`src/rtl/wb_b3_line_master.sv`:
```
// rtl/wb_b3_line_master.sv - Wishbone B3 registered-feedback line burst master
//
// Turns one line request (BEATS x 32-bit words) into a single Wishbone B3
// incrementing burst with cti/bte, and reports completion and bus errors.
//
// Optional build macro: WB_LINE_MASTER_CRITICAL_WORD_EN
//   defined   : burst starts at the requested word and wraps (bte 01/10/11)
//   undefined : burst starts at the line base, linear (bte 00)
//
// Ports:
//   wb_clk_i, wb_rst_i (async, active-low)
//   req_valid_i/req_ready_o/req_we_i/req_adr_i/req_wdata_i : line request
//   resp_valid_o/resp_err_o/resp_rdata_o                   : line completion
//   wb_adr_o/wb_cti_o/wb_bte_o/wb_cyc_o/wb_stb_o/wb_we_o/wb_sel_o/wb_dat_o
//   wb_dat_i/wb_ack_i/wb_err_i/wb_rty_i                    : slave response
module wb_b3_line_master #(
   parameter int AW    = 32,
   parameter int DW    = 32,
   parameter int BEATS = 4
) (
   input  logic                wb_clk_i,
   input  logic                wb_rst_i,
   input  logic                req_valid_i,
   output logic                req_ready_o,
   input  logic                req_we_i,
   input  logic [AW-1:0]       req_adr_i,
   input  logic [DW*BEATS-1:0] req_wdata_i,
   output logic                resp_valid_o,
   output logic                resp_err_o,
   output logic [DW*BEATS-1:0] resp_rdata_o,
   output logic [AW-1:0]       wb_adr_o,
   output logic [2:0]          wb_cti_o,
   output logic [1:0]          wb_bte_o,
   output logic                wb_cyc_o,
   output logic                wb_stb_o,
   output logic                wb_we_o,
   output logic [3:0]          wb_sel_o,
   output logic [DW-1:0]       wb_dat_o,
   input  logic [DW-1:0]       wb_dat_i,
   input  logic                wb_ack_i,
   input  logic                wb_err_i,
   input  logic                wb_rty_i
);

   localparam int LB = $clog2(BEATS);
   localparam logic [AW-1:0] OFF_MASK = AW'(BEATS * 4 - 1);

`ifdef WB_LINE_MASTER_CRITICAL_WORD_EN
   localparam logic [1:0] BTE = (BEATS == 4) ? 2'b01 : (BEATS == 8) ? 2'b10 : 2'b11;
`else
   localparam logic [1:0] BTE = 2'b00;
`endif

   typedef enum logic [1:0] {IDLE, BURST, RESP} state_t;

   state_t              state_q;
   logic                we_q;
   logic [AW-1:0]       base_q;
   logic [LB-1:0]       start_q;
   logic [LB-1:0]       cnt_q;
   logic [DW*BEATS-1:0] wline_q;
   logic [DW*BEATS-1:0] rdata_q;
   logic                ready_q;
   logic                rvalid_q;
   logic                rerr_q;
   logic [AW-1:0]       adr_q;
   logic [2:0]          cti_q;
   logic [1:0]          bte_q;
   logic                cyc_q;
   logic                stb_q;
   logic                wbwe_q;
   logic [3:0]          sel_q;
   logic [DW-1:0]       dat_q;

   logic [AW-1:0]       base_d;
   logic [LB-1:0]       start_d;
   logic [LB-1:0]       idx_d;
   logic [LB-1:0]       idx_nxt_d;
   logic                last_d;
   logic                term_err_d;
   logic [2:0]          cti_nxt_d;

   always_comb begin
      base_d     = req_adr_i & ~OFF_MASK;
`ifdef WB_LINE_MASTER_CRITICAL_WORD_EN
      start_d    = req_adr_i[LB+1:2];
`else
      start_d    = '0;
`endif
      // LB-bit addition wraps modulo BEATS, which gives the wrap-burst order
      idx_d      = start_q + cnt_q;
      idx_nxt_d  = idx_d + 1'b1;
      last_d     = (cnt_q == LB'(BEATS - 1));
      term_err_d = wb_err_i | wb_rty_i;
      // cti for the beat after this one: end-of-burst once cnt reaches BEATS-1
      cti_nxt_d  = (cnt_q == LB'(BEATS - 2)) ? 3'b111 : 3'b010;
   end

   always_ff @(posedge wb_clk_i or negedge wb_rst_i) begin
      if (!wb_rst_i) begin
         state_q  <= IDLE;
         we_q     <= 1'b0;
         base_q   <= '0;
         start_q  <= '0;
         cnt_q    <= '0;
         wline_q  <= '0;
         rdata_q  <= '0;
         ready_q  <= 1'b0;
         rvalid_q <= 1'b0;
         rerr_q   <= 1'b0;
         adr_q    <= '0;
         cti_q    <= 3'b000;
         bte_q    <= 2'b00;
         cyc_q    <= 1'b0;
         stb_q    <= 1'b0;
         wbwe_q   <= 1'b0;
         sel_q    <= 4'h0;
         dat_q    <= '0;
      end else begin
         rvalid_q <= 1'b0;
         case (state_q)
            IDLE: begin
               ready_q <= 1'b1;
               if (req_valid_i && ready_q) begin
                  ready_q <= 1'b0;
                  we_q    <= req_we_i;
                  base_q  <= base_d;
                  start_q <= start_d;
                  cnt_q   <= '0;
                  wline_q <= req_wdata_i;
                  cyc_q   <= 1'b1;
                  stb_q   <= 1'b1;
                  wbwe_q  <= req_we_i;
                  sel_q   <= 4'hF;
                  bte_q   <= BTE;
                  cti_q   <= 3'b010;
                  adr_q   <= base_d | (AW'(start_d) << 2);
                  dat_q   <= req_wdata_i[DW*start_d +: DW];
                  state_q <= BURST;
               end
            end
            BURST: begin
               // err/rty takes precedence over a simultaneous ack: no data stored
               if (wb_ack_i && !term_err_d && !we_q) begin
                  rdata_q[DW*idx_d +: DW] <= wb_dat_i;
               end
               if (term_err_d || (wb_ack_i && last_d)) begin
                  cyc_q    <= 1'b0;
                  stb_q    <= 1'b0;
                  wbwe_q   <= 1'b0;
                  sel_q    <= 4'h0;
                  cti_q    <= 3'b000;
                  bte_q    <= 2'b00;
                  adr_q    <= '0;
                  dat_q    <= '0;
                  rvalid_q <= 1'b1;
                  rerr_q   <= term_err_d;
                  state_q  <= RESP;
               end else if (wb_ack_i) begin
                  // advance on the acking edge so the address tracks the slave counter
                  cnt_q <= cnt_q + 1'b1;
                  adr_q <= base_q | (AW'(idx_nxt_d) << 2);
                  dat_q <= wline_q[DW*idx_nxt_d +: DW];
                  cti_q <= cti_nxt_d;
               end
            end
            RESP: begin
               ready_q <= 1'b1;
               state_q <= IDLE;
            end
            default: state_q <= IDLE;
         endcase
      end
   end

   assign req_ready_o  = ready_q;
   assign resp_valid_o = rvalid_q;
   assign resp_err_o   = rerr_q;
   assign resp_rdata_o = rdata_q;
   assign wb_adr_o     = adr_q;
   assign wb_cti_o     = cti_q;
   assign wb_bte_o     = bte_q;
   assign wb_cyc_o     = cyc_q;
   assign wb_stb_o     = stb_q;
   assign wb_we_o      = wbwe_q;
   assign wb_sel_o     = sel_q;
   assign wb_dat_o     = dat_q;

endmodule

```
`config.mk`:
```
export PLATFORM = sky130hd
export DESIGN_NAME = wb_b3_line_master
export DESIGN_NICKNAME = d
export VERILOG_FILES = /design/src/rtl/wb_b3_line_master.sv
export SDC_FILE = /design/constraint.sdc
export NUM_CORES = 1
export LEC_CHECK = 0
export CAP_MARGIN = 15
export CORE_MARGIN = 5
export CORE_UTILIZATION = 50
export DETAILED_ROUTE_END_ITERATION = 10
export PLACE_DENSITY = 0.82
export SLEW_MARGIN = 20
export SYNTH_ARGS = -nofsm -noshare
export SYNTH_HDL_FRONTEND = slang
export SYNTH_SLANG_ARGS = --single-unit
```
`constraint.sdc`:
```
create_clock -name wb_clk_i -period 2.4 [get_ports wb_clk_i]
set_input_delay 0.36 -clock wb_clk_i [delete_from_list [all_inputs] [get_ports wb_clk_i]]
set_output_delay 0.36 -clock wb_clk_i [all_outputs]
set_load 0.05 [all_outputs]
```
# ---- After elaboration in Yosys (flattened, before gate mapping)
# Index checks and enable logic that the tools add are counted.
dict set report classes {
  n_reduce_logical 17
  n_eq_ne 9
  addsub 2
  mux 35
  n_shift 3
  bitwise_logic 2
}
# cell count
set op_table {}
lappend op_table {{32-bit two-way mux} 6}
lappend op_table {{128-bit bitwise mux} 1}
lappend op_table {{32-bit case mux with 2 select lines} 2}
lappend op_table {{32-bit by 34-bit variable shift with 128-bit output, first input constant} 1}
lappend op_table {{128-bit by 8-bit indexed part select with 32-bit output} 1}
lappend op_table {{32-bit by 34-bit indexed part select with 128-bit output} 1}
lappend op_table {{7-bit negator with 34-bit output} 1}
lappend op_table {{32-bit by 4-bit bitwise OR with 32-bit output} 1}
lappend op_table {{2-bit two-way mux} 6}
lappend op_table {{3-bit two-way mux} 4}
lappend op_table {{2-bit case mux with 2 select lines} 3}
lappend op_table {{4-bit two-way mux} 2}
lappend op_table {{2-bit != test, second input constant} 4}
lappend op_table {{4-bit case mux with 2 select lines} 1}
lappend op_table {{2-bit AND reduction} 4}
lappend op_table {{2-bit equality test, second input constant} 3}
lappend op_table {{1-bit two-way mux} 6}
lappend op_table {{1-bit case mux with 2 select lines} 3}
lappend op_table {{3-bit case mux with 2 select lines} 1}
lappend op_table {{3-bit AND reduction} 2}
lappend op_table {{1-bit logical AND} 4}
lappend op_table {{4-bit AND reduction} 1}
lappend op_table {{2-bit nonzero test} 2}
lappend op_table {{3-bit != test, second input constant} 1}
lappend op_table {{6 further kinds} 7}
dict set report totals {
  wordCells 84
  regBits 367
  output_inout_bits 207
  inputBits 199
}

# ---- Logic depth before layout (Yosys ltp)
# Gate-level depths: netlist of run 1.
dict set report depth {
  word_depth 5
  depth_mapped 9
  mapped_depth_nobuf 5
}

# ---- Least setup slack after synthesis of run 1
# OpenSTA, ideal clock, no wires.
dict set report synth_timing {
  path_kind {reg2reg}
  from {reg cnt_q[0]}
  to {reg dat_q[10] (netlist: wb_dat_o[10])}
  period_less_slack_ns 2.232
  setup_ns 0.126
  required_time_ns 2.274
  slack_ns 0.168
  stages_incl_launch_ff 10
  arrival_ns 2.106
  n_path_buf 4
  cell_sequence {dfrtp_1 > clkbuf_1 > buf_2 > inv_1 > ha_1 > buf_2 > clkbuf_1 > mux4_2 > nand3_1 > a31oi_1}
}
dict set report synth_via {
  elab_chain_cells 5
  elab_cells_between_ends 10
  cone_classes {add/sub: 1; eq/ne: 2; shift: 1; mux: 3; reduce/logical: 3}
}
# element line
set synth_lines {}
lappend synth_lines {{start, declared} 60} ;# logic [LB-1:0] cnt_q;
lappend synth_lines {{start signal, assigned} 161} ;# cnt_q <= cnt_q + 1'b1;
lappend synth_lines {{2-bit by 1-bit adder with 2-bit output or 2-bit equality test (tied branches)} n/a}
lappend synth_lines {{128-bit by 8-bit indexed part select with 32-bit output or 1-bit logical AND (tied branches)} {163, 147}}
lappend synth_lines {{32-bit two-way mux or 1-bit logical OR (tied branches)} {159, 147}}
lappend synth_lines {{32-bit two-way mux or 3-bit != test (tied branches)} n/a}
lappend synth_lines {{32-bit case mux with 2 select lines or 3-bit AND reduction (tied branches)} n/a}
lappend synth_lines {{end signal, assigned} 138} ;# dat_q <= req_wdata_i[DW*start_d +: DW];
lappend synth_lines {{end signal, assigned} 163} ;# dat_q <= wline_q[DW*idx_nxt_d +: DW];
lappend synth_lines {{end, declared} 73} ;# logic [DW-1:0] dat_q;
# Parallel ways exist; a longest one is shown, timed or not. The select of a mux whose other input is x is not followed.
# A chain may end at the register's enable or synchronous reset.

# ---- Worst setup path after layout of run 1
dict set report layout_timing {
  from {reg ready_q (netlist: req_ready_o)}
  to {out req_ready_o}
}
# element line
set layout_lines {}
lappend layout_lines {{start, declared} 63} ;# logic ready_q;
lappend layout_lines {{start signal, assigned} 108} ;# ready_q <= 1'b0;
lappend layout_lines {{start signal, assigned} 123} ;# ready_q <= 1'b1;
lappend layout_lines {{start signal, assigned} 125} ;# ready_q <= 1'b0;
lappend layout_lines {{end, declared} 24} ;# output logic req_ready_o,
# No word-level cell between the ends.

==> run metrics, run 1 <==
Ys Warns=0; Clock power frac=between 20% and 30%; relative slew slack=between 50% and 60%; Post-Synth Simple-Gate Area=approximately 19%; Pins Over Slew Limit=0; initial antenna violation count=2; # fillers=~2300; Post-synth ARST share=100%; Setup Buffers After CTS=0; sequential-to-total area share from yosys stat=56.1%; number of flops mapped to enable cells by yosys=0; FF+latch count, synth=358; routed vias/inst=5.63; core area=about 32000 sq um; Die X=roughly 190 um; Critical-path top delay cell=clkdlybuf4s50_1; CTS resizes=0; xor and xnor area share after synthesis=0%; IO Pins=406; CTS Root Cell=clkbuf_16; die height=189 um; final critical-path required period=2.26 ns; largest net degree at the start of global routing=77; first-pass GRT wire length=77.6 mm; vias in the first global route=~14000; H-tree lvl count=2; grt ovf=0; Bufs on Longest Clock Path=3; Final Hold Viols=0; setup violators final=0; Final #Nets=between 2000 and 2500; Net Sw Frac=between 40% and 50%; Netlist cell types=36; Initial DRT Pass Iterations=6; mapped cell area=16000 sq um; CP endpoint kind=output pin; Post-Synth Adder-Cell Area=0.392%; status=completed; cts bufs inserted=37; residual DRC count=0; Port Buffer Count=397; arrival time worst endpoint=1.90 ns; Compound-Gate Fraction of Synth Area=5.21%; clock transition at the registers of the reported paths=0.06 ns; Die ar.=35600 sq um; PwrDens=1350 nW/um^2; Cells after DPL=roughly 2400; P&R area growth vs syn=36.4%; combinational fraction of design power=45.9%; via count=13847; Cells after Synth=1666; worst reg-to-reg setup slack=0.22 ns; initial DRC count=1149; CP top delay family=buffers and inverters; Leakage Power=10.9 nW; Tot GR Track Use=approximately 27%; peak supply drop=just over 800 uV; WP buf/inv=1; TNS Setup=0 ns; cells along the critical path=clkdlybuf4s50_1; mux contribution to synthesized area=12.7%; crit path kind=flip-flop to output pin; final std cells w/o fill=roughly 2500; DRT Wirelength=49.2 mm; Worst Path Required=2.04 ns; fin crit share=94.3%; Num Clock Sinks=358; CTS tree=built; num rows=65; clk_lat worst skew=about 0.52 ns; Starting Density=50.6%; Max Fclk=about 0.44 GHz; Post-DP HPWL=33.2 mm; Slew @ Worst Pin=roughly 0.75 ns; delay of the slowest cell on the worst path=0.92 ns; ys flop type=dfrtp_1; max cap viols=0; startpoint types=flip-flop; CP Max Fanout=5; Internal Power=16.7 mW; Wirelength per Cell=20.0 um; Avg Cell Area, Syn=9.58 sq um; Setup Skew=~0.028 ns; largest family of logic cells by synthesized area=simple AND/OR/NAND/NOR gates; Psw=around 13 mW; Hold Crit Class=input port to async pin; layout cells sized above 1=8.17%; RSZ-0062 raised after global routing=no; Flop pwr share=between 30 and 40%; Final ANT Viol Nets=0; global placer's final weighted congestion=0.854
-- power by group through the flow --
stage | Clock, mW | Sequential [mW] | Combinational, mW
final | 6.01 | 9.89 | 13.5
after global routing | 6.34 | 10.1 | 14.4
after CTS | 6.09 | 9.86 | 13.5
after detailed placement | 0 | 9.91 | 13.4
after global placement | 0 | 9.81 | 13.1
after floorplan | 0 | 13.2 | 5.33
-- routing by layer --
| metal | share of wire (%) | global-route usage, % |
|---|---|---|
| met2 | 49 | 45.1 |
| met1 | 38 | 34.9 |
| met3 | 8.2 | 3.93 |
| met5 | 0.041 | 0 |
| met4 | 5.0 | 13.5 |
-- worst reg2reg max path: cells and delay by family (launching register included) --
family                 cells  cell delay (ns)
DFF                        1             0.51
buffers and inverters      1             0.24
muxes                      1             0.30
and+or+nand+nor            2             1.02
-- cell usage after synthesis, types with 3 or more instances --
cell type / n / area [sq um]
buf_1: 4 / 15.0
mux2i_1: 128 / 1280
and3_1: 3 / 18.8
dfrtp_1: 358 / 8960
ha_1: 5 / 62.6
buf_2: 19 / 95.1
mux4_2: 32 / 721
nand3_1: 63 / 315
a31oi_1: 120 / 751
nor4b_1: 3 / 26.3
inv_1: 133 / 499
buf_6: 7 / 78.8
nor3b_1: 4 / 30.0
clkbuf_1: 84 / 315
buf_4: 13 / 97.6
nand2_1: 664 / 2490
o21ai_0: 5 / 25.0
-- through the flow --
stage	hold slack, ns	power [mW]	area [sq um]	setup slack [ns]	utilization [%]
floorplan	0.0644	18.5	16000	0.168	-
global placement	0.278	22.9	20500	0.0958	64.9
detailed placement	0.281	23.3	20500	0.0485	64.9
CTS	0.314	29.5	21800	0.118	69.0
global route	0.345	30.9	21800	0.104	69.0
finish	0.322	29.4	21800	0.136	69.0
-- worst paths after layout --
kind                            cells past startpoint          endpoint              from
worst max-delay path                                1       req_ready_o       req_ready_o
worst min-delay path                                2      wline_q[103]          wb_rst_i
worst max register to register                      4  resp_rdata_o[79]        state_q[0]
worst min register to register                      2       wline_q[64]       wline_q[64]
max in group asynchronous                           4      resp_valid_o          wb_rst_i
min in group wb_clk_i                               3      wline_q[110]  req_wdata_i[110]
-- cells in the final DEF (no fill, tap or decap), types with 5 or more instances in the layout --
cell type	count
mux4_2	32
inv_1	133
clkbuf_16	39
o21ai_0	5
clkdlybuf4s50_1	395
buf_12	14
a31oi_1	120
clkbuf_8	6
nand2_1	664
dfrtp_1	357
nand3_1	60
clkinv_2	9
buf_4	37
mux2i_1	128
-- logic make-up (layout without fill, tap and decap cells) --
group,after synthesis,after routing
compound gates,132,132
other cells,1,5
flops,358,358
mux,162,162
simple gates,747,747
fa+ha+maj,5,5
buf+inv,261,648
-- registers in the layout, indices dropped and copies added, names as in the netlist --
register and count:
resp_rdata_o 128, wline_q 128, wb_dat_o 32, wb_adr_o 30, base_q 28, cnt_q 2, state_q 2, wb_cti_o 2
req_ready_o 1, resp_err_o 1, resp_valid_o 1, wb_sel_o 1, wb_we_o 1, we_q 1
-- layout make-up --
cell class	instances	area, sq um	area share, %
Multi-Input combinational cell	1050	5990	27.5
Tap cell	402	503	2.31
Timing Repair Buffer	448	4540	20.8
Inverter	134	503	2.31
Antenna cell	1	2.50	0.0115
Clock inverter	17	198	0.908
Clock buffer	49	1070	4.93
Sequential cell	358	8960	41.2
-- timing repair --
action	in CTS	in global routing
hold endpoints to repair	29	0
endpoints found under the setup margin	0	0
hold buffers	1	0
Note: power is estimated with default switching activity, not from simulation.
==> run 2: changes to the inputs <==
--- a/config.mk
+++ b/config.mk
@@ -6,10 +6,10 @@
 export NUM_CORES = 1
 export LEC_CHECK = 0
-export CAP_MARGIN = 15
+export CAP_MARGIN = 10
 export CORE_MARGIN = 5
 export CORE_UTILIZATION = 50
 export DETAILED_ROUTE_END_ITERATION = 10
 export PLACE_DENSITY = 0.82
-export SLEW_MARGIN = 20
+export SLEW_MARGIN = 40
 export SYNTH_ARGS = -nofsm -noshare
 export SYNTH_HDL_FRONTEND = slang
==> constraint.sdc (replaced) <==
create_clock -name wb_clk_i -period 2.4 [get_ports wb_clk_i]
set_input_delay 0.48 -clock wb_clk_i [delete_from_list [all_inputs] [get_ports wb_clk_i]]
set_output_delay 0.48 -clock wb_clk_i [all_outputs]
set_load 0.05 [all_outputs]
==> run metrics, run 2 (same netlist as run 1, synthesis figures left out) <==
Pins Over Slew Limit=0 (unchanged); Final ANT Viol Nets=0 (unchanged); IO Pins=406 (unchanged); TNS Setup=0 ns (unchanged); Wirelength per Cell=19.8 um (-1.1%); core area=31600 sq um (unchanged); Max Fclk=0.434 GHz (-1.8%); P&R area growth vs syn=38.0%; Critical-path top delay cell=clkdlybuf4s50_1; final std cells w/o fill=2465 (+0.24%); Die X=189 um (unchanged); WP buf/inv=1 (unchanged); Final #Nets=2238 (+0.22%); Tot Pwr=29.8 mW (+1.3%); CTS Root Cell=clkbuf_16; delay of the slowest cell on the worst path=0.86 ns (-0.06 ns); num rows=65 (unchanged); met2 usage=44.5% (-0.64 points); cells along the critical path=clkdlybuf4s50_1; fin crit share=96.1% (+1.8 points); Port Buffer Count=397 (unchanged); Num Clock Sinks=358 (unchanged); initial DRC count=1178 (+2.5%); Slew @ Worst Pin=0.642 ns (-0.105 ns); Bufs on Longest Clock Path=3 (unchanged); RSZ-0062 raised after global routing=no; vias in the first global route=14458 (+1.4%); via count=13732 (-0.83%); grt ovf=0 (unchanged); clk_lat worst skew=0.52 ns (about the same); most common cell after layout, fill and taps aside=nand2_1; H-tree lvl count=2 (unchanged); CP endpoint kind=output pin; most frequent cells in the layout=nand2_1 (664), clkdlybuf4s50_1 (394), dfrtp_1 (357); CTS tree=built; residual DRC count=0 (unchanged); Clock power frac=21.0% (+0.5 points); peak supply drop=842 uV (+1.3%); Die ar.=35600 sq um (unchanged); arrival time worst endpoint=1.83 ns (-0.07 ns); Leakage Power=11.0 nW (+0.87%); global placer's final weighted congestion=0.871 (+1.9%); # fillers=2237 (-1.3%); Setup Skew=0.0230 ns (-0.00508 ns); first-pass GRT wire length=77.5 mm (about the same); met3 usage=5.26% (+1.3 points); CP Max Fanout=7 (+2); post-place instance area=20700 sq um (+0.82%); final critical-path required period=2.31 ns (+0.0425 ns); Final Hold Viols=0 (unchanged); GR Util met1=34.2% (-0.72 points); max cap viols=0 (unchanged); cts bufs inserted=38 (+2.7%); Starting Density=50.6% (unchanged); Initial DRT Pass Iterations=7 (+1); post-layout util=69.8% (+0.76 points); relative slew slack=57.1% (+6.9 points); Hold Crit Class=flip-flop to flip-flop; Critical R2R Launch=cnt_q[0]; layout cells sized above 1=8.35% (+0.17 points); Cells after DPL=2395 (+0.17%); initial antenna violation count=4 (+2); DRT Wirelength=48.8 mm (-0.82%); Top Usage Layer GRT=met2; status=completed; startpoint types=flip-flop; fin area=22000 sq um (+1.1%); Post-DP HPWL=33.1 mm (-0.28%); pre-CTS setup slack=-0.0444 ns (-0.0929 ns); setup violators final=0 (unchanged); crit path kind=flip-flop to output pin; final hold slack=0.470 ns (+0.148 ns); combinational fraction of design power=45.7% (-0.2 points); PwrDens=1350 nW/um^2 (+0.20%); die height=189 um (unchanged); largest net degree at the start of global routing=67 (-13%); routed vias/inst=5.57 (-1.1%); final worst slack=0.0935 ns (-0.0425 ns); clock transition at the registers of the reported paths=0.06 ns (about the same); hold_sp=wline_q[67]; Tot GR Track Use=27.0% (-0.12 points); CP top delay family=buffers and inverters; Net Sw Frac=42.6% (-0.51 points); Internal Power=17.1 mW (+2.2%); Worst Path Required=1.92 ns (-0.12 ns); Flop pwr share=33.3% (-0.4 points); CP startpoint=wb_sel_o[2]; Psw=12.7 mW (+0.10%)
## run 2: changes by cell type in the layout (fill, tap and decap cells not counted)
cell	previous run	this run
dlymetal6s2s_1	0	1
buf_12	14	25
bufinv_16	4	6
clkinv_2	9	4
diode_2	1	2
inv_8	0	1
clkbuf_1	4	5
clkdlybuf4s50_1	395	394
clkinv_4	1	3
buf_4	37	30
## run 2: path summary, 6_finish.rpt
path / cells after the start / end / slack (ns)
max in group asynchronous: 3 / wb_adr_o[19] / 1.08
worst max register to register: 6 / resp_rdata_o[31] / 0.30
worst max-delay path: 1 / wb_sel_o[1] / 0.09
min in group asynchronous: 2 / wline_q[103] / 0.49
worst min-delay path: 2 / wline_q[67] / 0.47
worst min register to register: 2 / wline_q[67] / 0.47
## run 2: layout make-up
type | instances | area (sq um) | area share [%]
multi-input combinational | 1050 | 5990 | 27.2
tap | 402 | 503 | 2.29
clock inverter | 17 | 262 | 1.19
antenna | 2 | 5.00 | 0.0227
clock buffer | 50 | 1080 | 4.89
sequential | 358 | 8960 | 40.7
inverter | 134 | 503 | 2.29
timing repair buffer | 452 | 4710 | 21.4
## run 2: timing repair
action                                  CTS  global route
endpoints found under the setup margin    0             1
buffers inserted                          0             0
endpoints found under the hold margin    48             0
resized for setup                         0             1
hold buffers                              1             0
## run 2: power groups by stage
stage	registers [mW]	clock network [mW]	logic, mW
2_1_floorplan	13.2	0	5.33
4_1_cts	9.89	6.33	13.7
3_3_place_gp	9.80	0	13.2
6_report	9.93	6.25	13.6
5_1_grt	10.2	6.62	14.5
3_5_place_dp	9.93	0	13.6
## run 2: layer usage
layer	wire length, um	part of all wire [%]
met5	24	0.049
met4	2520	5.2
met3	3900	8.0
met2	23500	48
met1	18800	39
